--- config.mk ---
export PLATFORM = sky130hd
export DESIGN_NAME = prim_fifo_word_packer
export DESIGN_NICKNAME = d
export VERILOG_FILES = /design/src/rtl/prim_packer_pkg.sv /design/src/rtl/prim_fifo_word_packer.sv
export SDC_FILE = /design/constraint.sdc
export NUM_CORES = 1
export LEC_CHECK = 0
export CAP_MARGIN = 10
export CORE_AREA = 2 2 128 130
export CTS_CLUSTER_DIAMETER = 40
export CTS_CLUSTER_SIZE = 8
export DETAILED_ROUTE_END_ITERATION = 10
export DIE_AREA = 0 0 130 132
export PLACE_DENSITY_LB_ADDON = 0.3
export SYNTH_ARGS = -nofsm -noshare
export SYNTH_HDL_FRONTEND = slang
export SYNTH_SLANG_ARGS = --single-unit
--- constraint.sdc ---
create_clock -name clk_i -period 3.05 [get_ports clk_i]
set_input_delay 0.61 -clock clk_i [delete_from_list [all_inputs] [get_ports clk_i]]
set_output_delay 0.61 -clock clk_i [all_outputs]
set_load 0.03 [all_outputs]
--- src/rtl/prim_packer_pkg.sv ---
// Shared helpers for the FIFO word packer: fill-counter sizing and mask generation.
package prim_packer_pkg;

  // Upper bound on words per beat that the mask helper can describe.
  localparam int unsigned MaxRatio = 64;

  // Width of a counter able to hold 0..ratio.
  function automatic int unsigned fill_width(input int unsigned ratio);
    return $clog2(ratio + 1);
  endfunction

  // Thermometer mask: bit k set for every word index below fill (and below ratio).
  function automatic logic [MaxRatio-1:0] fill_to_mask(input int unsigned fill,
                                                       input int unsigned ratio);
    logic [MaxRatio-1:0] mask;
    mask = '0;
    for (int unsigned k = 0; k < MaxRatio; k++) begin
      mask[k] = (k < fill) && (k < ratio);
    end
    return mask;
  endfunction

endpackage

--- src/rtl/prim_fifo_word_packer.sv ---
// Packs Ratio consecutive Width-bit FIFO words into one wide beat with a per-word valid mask.
// A flush request emits the partially filled accumulator as a masked beat.
module prim_fifo_word_packer
  import prim_packer_pkg::*;
#(
  parameter int unsigned Width = 32,
  parameter int unsigned Ratio = 4
) (
  input  logic                            clk_i,
  input  logic                            rst_i,
  input  logic                            clr_i,
  input  logic                            wvalid_i,
  output logic                            wready_o,
  input  logic [Width-1:0]                wdata_i,
  input  logic                            flush_i,
  output logic                            rvalid_o,
  input  logic                            rready_i,
  output logic [Width*Ratio-1:0]          rdata_o,
  output logic [Ratio-1:0]                rmask_o,
  output logic [fill_width(Ratio)-1:0]    fill_o
);

  localparam int unsigned FillW = fill_width(Ratio);
  localparam logic [FillW-1:0] LastFill = FillW'(Ratio - 1);

  logic [Ratio-1:0][Width-1:0] acc_q, acc_d;
  logic [FillW-1:0]            fill_q, fill_d;
  logic                        flush_q, flush_d;
  logic [Width*Ratio-1:0]      rdata_q, rdata_d;
  logic [Ratio-1:0]            rmask_q, rmask_d;
  logic                        rvalid_q, rvalid_d;
  logic                        out_free;
  logic                        accept;

  // Output register may reload in the same cycle it is popped.
  assign out_free = !rvalid_q || rready_i;
  assign wready_o = !flush_q && ((fill_q != LastFill) || out_free);
  assign accept   = wvalid_i && wready_o;

  // Next-state: flush drain takes precedence; otherwise accumulate or complete a beat.
  always_comb begin
    acc_d    = acc_q;
    fill_d   = fill_q;
    flush_d  = flush_q;
    rdata_d  = rdata_q;
    rmask_d  = rmask_q;
    rvalid_d = rvalid_q && !rready_i;

    if (flush_q) begin
      // wready_o is low here, so no word can arrive while draining.
      if (out_free) begin
        flush_d = 1'b0;
        if (fill_q != '0) begin
          // Words at and above fill_q are already zero since acc clears on every emit.
          rdata_d  = acc_q;
          rmask_d  = Ratio'(fill_to_mask(32'(fill_q), Ratio));
          rvalid_d = 1'b1;
          acc_d    = '0;
          fill_d   = '0;
        end
      end
    end else begin
      flush_d = flush_i;
      if (accept) begin
        if (fill_q == LastFill) begin
          rdata_d  = {wdata_i, acc_q[Ratio-2:0]};
          rmask_d  = '1;
          rvalid_d = 1'b1;
          acc_d    = '0;
          fill_d   = '0;
        end else begin
          for (int unsigned k = 0; k < Ratio; k++) begin
            if (fill_q == FillW'(k)) begin
              acc_d[k] = wdata_i;
            end
          end
          fill_d = fill_q + FillW'(1);
        end
      end
    end
  end

  // State registers with synchronous reset/clear.
  always_ff @(posedge clk_i) begin
    if (rst_i || clr_i) begin
      acc_q    <= '0;
      fill_q   <= '0;
      flush_q  <= 1'b0;
      rdata_q  <= '0;
      rmask_q  <= '0;
      rvalid_q <= 1'b0;
    end else begin
      acc_q    <= acc_d;
      fill_q   <= fill_d;
      flush_q  <= flush_d;
      rdata_q  <= rdata_d;
      rmask_q  <= rmask_d;
      rvalid_q <= rvalid_d;
    end
  end

  assign rvalid_o = rvalid_q;
  assign rdata_o  = rdata_q;
  assign rmask_o  = rmask_q;
  assign fill_o   = fill_q;

endmodule

==> flow_summary.yaml, run 1 <==
worst_setup_path:
  rrSetupSlack_ps: 870
  cp_top_family: "simple AND/OR/NAND/NOR gates"
  path_buf_inv: 1
  path_cells: "nand3b_1 > nor2_2 > nor2_1 > clkdlybuf4s50_1"
  timing.rr.end: "acc_q[95]"
  worst-setup-path-type: "flip-flop to output pin"
  worstSetupStartpointType: "flip-flop"
  slowest_delay_ps: 620
  cp.arrival_ps: 2220
  end_kind: "output pin"
  reg2regPathDepth: 6
  cp_data_required_time_ps: 2440
  reg_to_reg_critical_path_startpoint: "flush_q"
  path_max_fanout: 10
  crit_slowest_cell: "sky130_fd_sc_hd__clkdlybuf4s50_1"
pwr:
  total_power_mw: 6.94
  total_leakage_power_nw: 3.90
  power-per-cell-area_nw_per_um2: 616
  vdd.ir_drop.worst_v: 0.000448
floorplan:
  die_area_sq_um: 17200
  core.rowCount: 46
  floorplan.die.width_um: 130
  initial_utilization: 0.541
  io_pins: 175
  die-height_um: 132
  core_region_area_sq_um: 15700
route:
  firstDrtPassIters: 5
  num_vias: 6739
  wire_length_per_cell_after_detailed_routing_um: 16.3
  totalWireLength_um: 20500
  final_antenna_net_count: 0
  drc: 0
  drt_iter0_drc: 459
  detail_route.vias_per_cell: 5.37
sta:
  min_period_over_period: 0.929
  maxClockFrequency_mhz: 353
  rsz0062_at_grt: "no"
  final-max-slew-violation-count: 0
  fin_crit_ps: 2830
  finClkSkew_ps: 5.90
  fin_tns_setup_ps: 0
  transition_time_at_the_pin_with_the_least_slew_margin_ps: 618
  timing.final.setup_violations: 0
  endpoints_failing_hold: 0
  worst_slew_margin_rel: 0.588
  holdWs_ps: 449
layout:
  layout-drive-gt1-share: 0.0703
  layout.cells.most_common: "sky130_fd_sc_hd__dfxtp_1"
  finish.instance_area_sq_um: 11300
  final_nets: 1075
  finalCoreUtilization: 0.718
  n_antenna_cell: 0
  count_of_filler_cells_inserted_in_the_layout: 1226
  commonest_cells_after_routing_fill_and_taps_aside: "232 x sky130_fd_sc_hd__dfxtp_1, 174 x sky130_fd_sc_hd__clkdlybuf4s50_1, 163 x sky130_fd_sc_hd__nand2_1"
  area.growth.synth_to_final_pct: 32.7
status:
  outcome: "complete, no violations"
cts:
  insertion_delay_ps: 480
  maximum_number_of_buffers_from_clock_root_to_sink: 3
  ctsRootBufferMaster: "sky130_fd_sc_hd__clkbuf_16"
  hold_buffers: 0
  cts_inserted_buffers: 36
  cts_tree: "built"
  htree_levels: 2
  post_cts_resize_count: 0
  clock_sink_count: 233
  clkSlewWorstSetupHoldPaths_ps: 50
  postCtsSetupBuffers: 0
synthesis:
  ys_warn_count: 0
  synthMuxAreaShare: 0.114
  edff_count_synth: 0
  avgSynthCellArea_sq_um: 9.68
  yosys.area_share.adder: 0.00442
  synth_area_sq_um: 8500
  mappedNetlistNets: 919
  synth_top_cells_by_area: "sky130_fd_sc_hd__dfxtp_1 55%, sky130_fd_sc_hd__mux2i_1 11%, sky130_fd_sc_hd__nand2_1 7.2%"
  yosys.cell_types.count: 40
  yosys.area.top_type: "sky130_fd_sc_hd__dfxtp_1"
  synthArstFlopShare: 0
  dominantRegCellSynth: "sky130_fd_sc_hd__dfxtp_1"
  largest_family_of_logic_cells_by_synthesized_area: "simple AND/OR/NAND/NOR gates"
  ys_ff_latch: 233
  synth.top_cell.area_share: 0.549
  synth-compound-area-share: 0.0964
  xor_xnor_fraction_of_synth_area: 0
  post_synth_inst_count: 878
  synth_seq_area_share: 0.549
  synth-simple-area-share: 0.178
min_path:
  worst_hold_path_class: "flip-flop to flip-flop"
  worstHoldStart: "rdata_o[127]"
  whs_path_depth: 2
  hold_path_end: "rdata_o[127]"
grt:
  grt_pass1_wl_um: 32800
  grt_antenna_before_repair: 0
  overflow: 0
  first_global_vias: 6450
  grt_max_degree: 137
  grt_util_all_layers: 0.237
place:
  place_congestion: 0.796
  placement.cell_area_sq_um: 10300
  hpwlAfterDp_um: 12500
  placement.io_buffers: 174
job:
  timing.max_cap.violations: 0
[synth_stat cells (2+ instances only)]
library cell	instances
sky130_fd_sc_hd__nand3b_1	33
sky130_fd_sc_hd__a21oi_1	38
sky130_fd_sc_hd__nand2_1	163
sky130_fd_sc_hd__clkbuf_1	39
sky130_fd_sc_hd__o21ai_1	97
sky130_fd_sc_hd__nand3_1	97
sky130_fd_sc_hd__ha_1	3
sky130_fd_sc_hd__nor2_1	8
sky130_fd_sc_hd__nor2b_1	2
sky130_fd_sc_hd__nand2b_1	3
sky130_fd_sc_hd__buf_2	8
sky130_fd_sc_hd__buf_4	5
sky130_fd_sc_hd__mux2i_1	97
sky130_fd_sc_hd__dfxtp_1	233
sky130_fd_sc_hd__nor3_1	3
sky130_fd_sc_hd__buf_6	21
sky130_fd_sc_hd__nor4_1	2
sky130_fd_sc_hd__inv_1	4
[report_power, final]
part	total (mW)	leakage, nW	switching (mW)	internal, mW
logic	0.368	1.53	0.227	0.141
clock network	3.48	0.493	1.22	2.26
registers	3.10	1.88	0.0146	3.08
[metrics by stage]
step / setup WS [ps] / std cells
final: 216 / 1255
after global routing: 64.9 / 1255
after CTS: 201 / 1255
after detailed placement: 264 / 1212
after global placement: 268 / 1212
after floorplan: 1040 / 878
[cell type report]
type                       count  area [sq um]  area share
tap                          216           270      0.0240
sequential                   233          4670       0.414
multi-input combinational    567          3360       0.298
inverter                       4          15.0     0.00133
clock buffer                  40           957      0.0849
clock inverter                 3          40.0     0.00355
timing repair buffer         192          1960       0.174
[metal layers]
layer  track usage  share of wire  vias to the layer above  routed length, um
met5             0              0                        -                  0
met4        0.0765          0.024                        0                485
met3        0.0657          0.058                       46               1190
met2         0.389           0.48                      159               9820
met1         0.303           0.44                     3206               8990
li1              -              -                     3328                  -
[flip-flops by register name, summed over array words and instances (netlist names)]
name,count
acc_q,96
fill_o,3
flush_q,1
rdata_o,128
rmask_o,4
rvalid_o,1
[cell families after synthesis]
| family | count (synthesis) |
|---|---|
| flops | 233 |
| fa+ha+maj | 3 |
| buf+inv | 78 |
| simple gates | 318 |
| compound gates | 149 |
| mux | 97 |
[worst max-delay path by stage]
stage                         start   endpoint  cells after the start
final                     fill_o[2]   wready_o                      4
after global routing      fill_o[2]   wready_o                      4
after CTS                 fill_o[2]   wready_o                      4
after detailed placement   rready_i   wready_o                      5
after global placement     rready_i   wready_o                      5
after floorplan           fill_o[0]  acc_q[32]                      7
[worst register-to-register path: stages (launching register included)]
cell	delay [ps]
sky130_fd_sc_hd__dfxtp_2	500
sky130_fd_sc_hd__buf_4	320
sky130_fd_sc_hd__nor3b_4	310
sky130_fd_sc_hd__o21ai_2	120
sky130_fd_sc_hd__o21ai_4	300
sky130_fd_sc_hd__buf_4	300
sky130_fd_sc_hd__mux2i_1	240
Note: power is estimated with default switching activity, not from simulation.
==> inputs of run 2 (changes only) <==
--- a/config.mk
+++ b/config.mk
@@ -11,6 +11,7 @@
 export CTS_CLUSTER_SIZE = 8
 export DETAILED_ROUTE_END_ITERATION = 10
 export DIE_AREA = 0 0 130 132
+export HOLD_SLACK_MARGIN = 0.1
 export PLACE_DENSITY_LB_ADDON = 0.3
 export SYNTH_ARGS = -nofsm -noshare
 export SYNTH_HDL_FRONTEND = slang
==> results of run 2 <==
No change in the layout: final DEF, timing and power equal those of run 1.
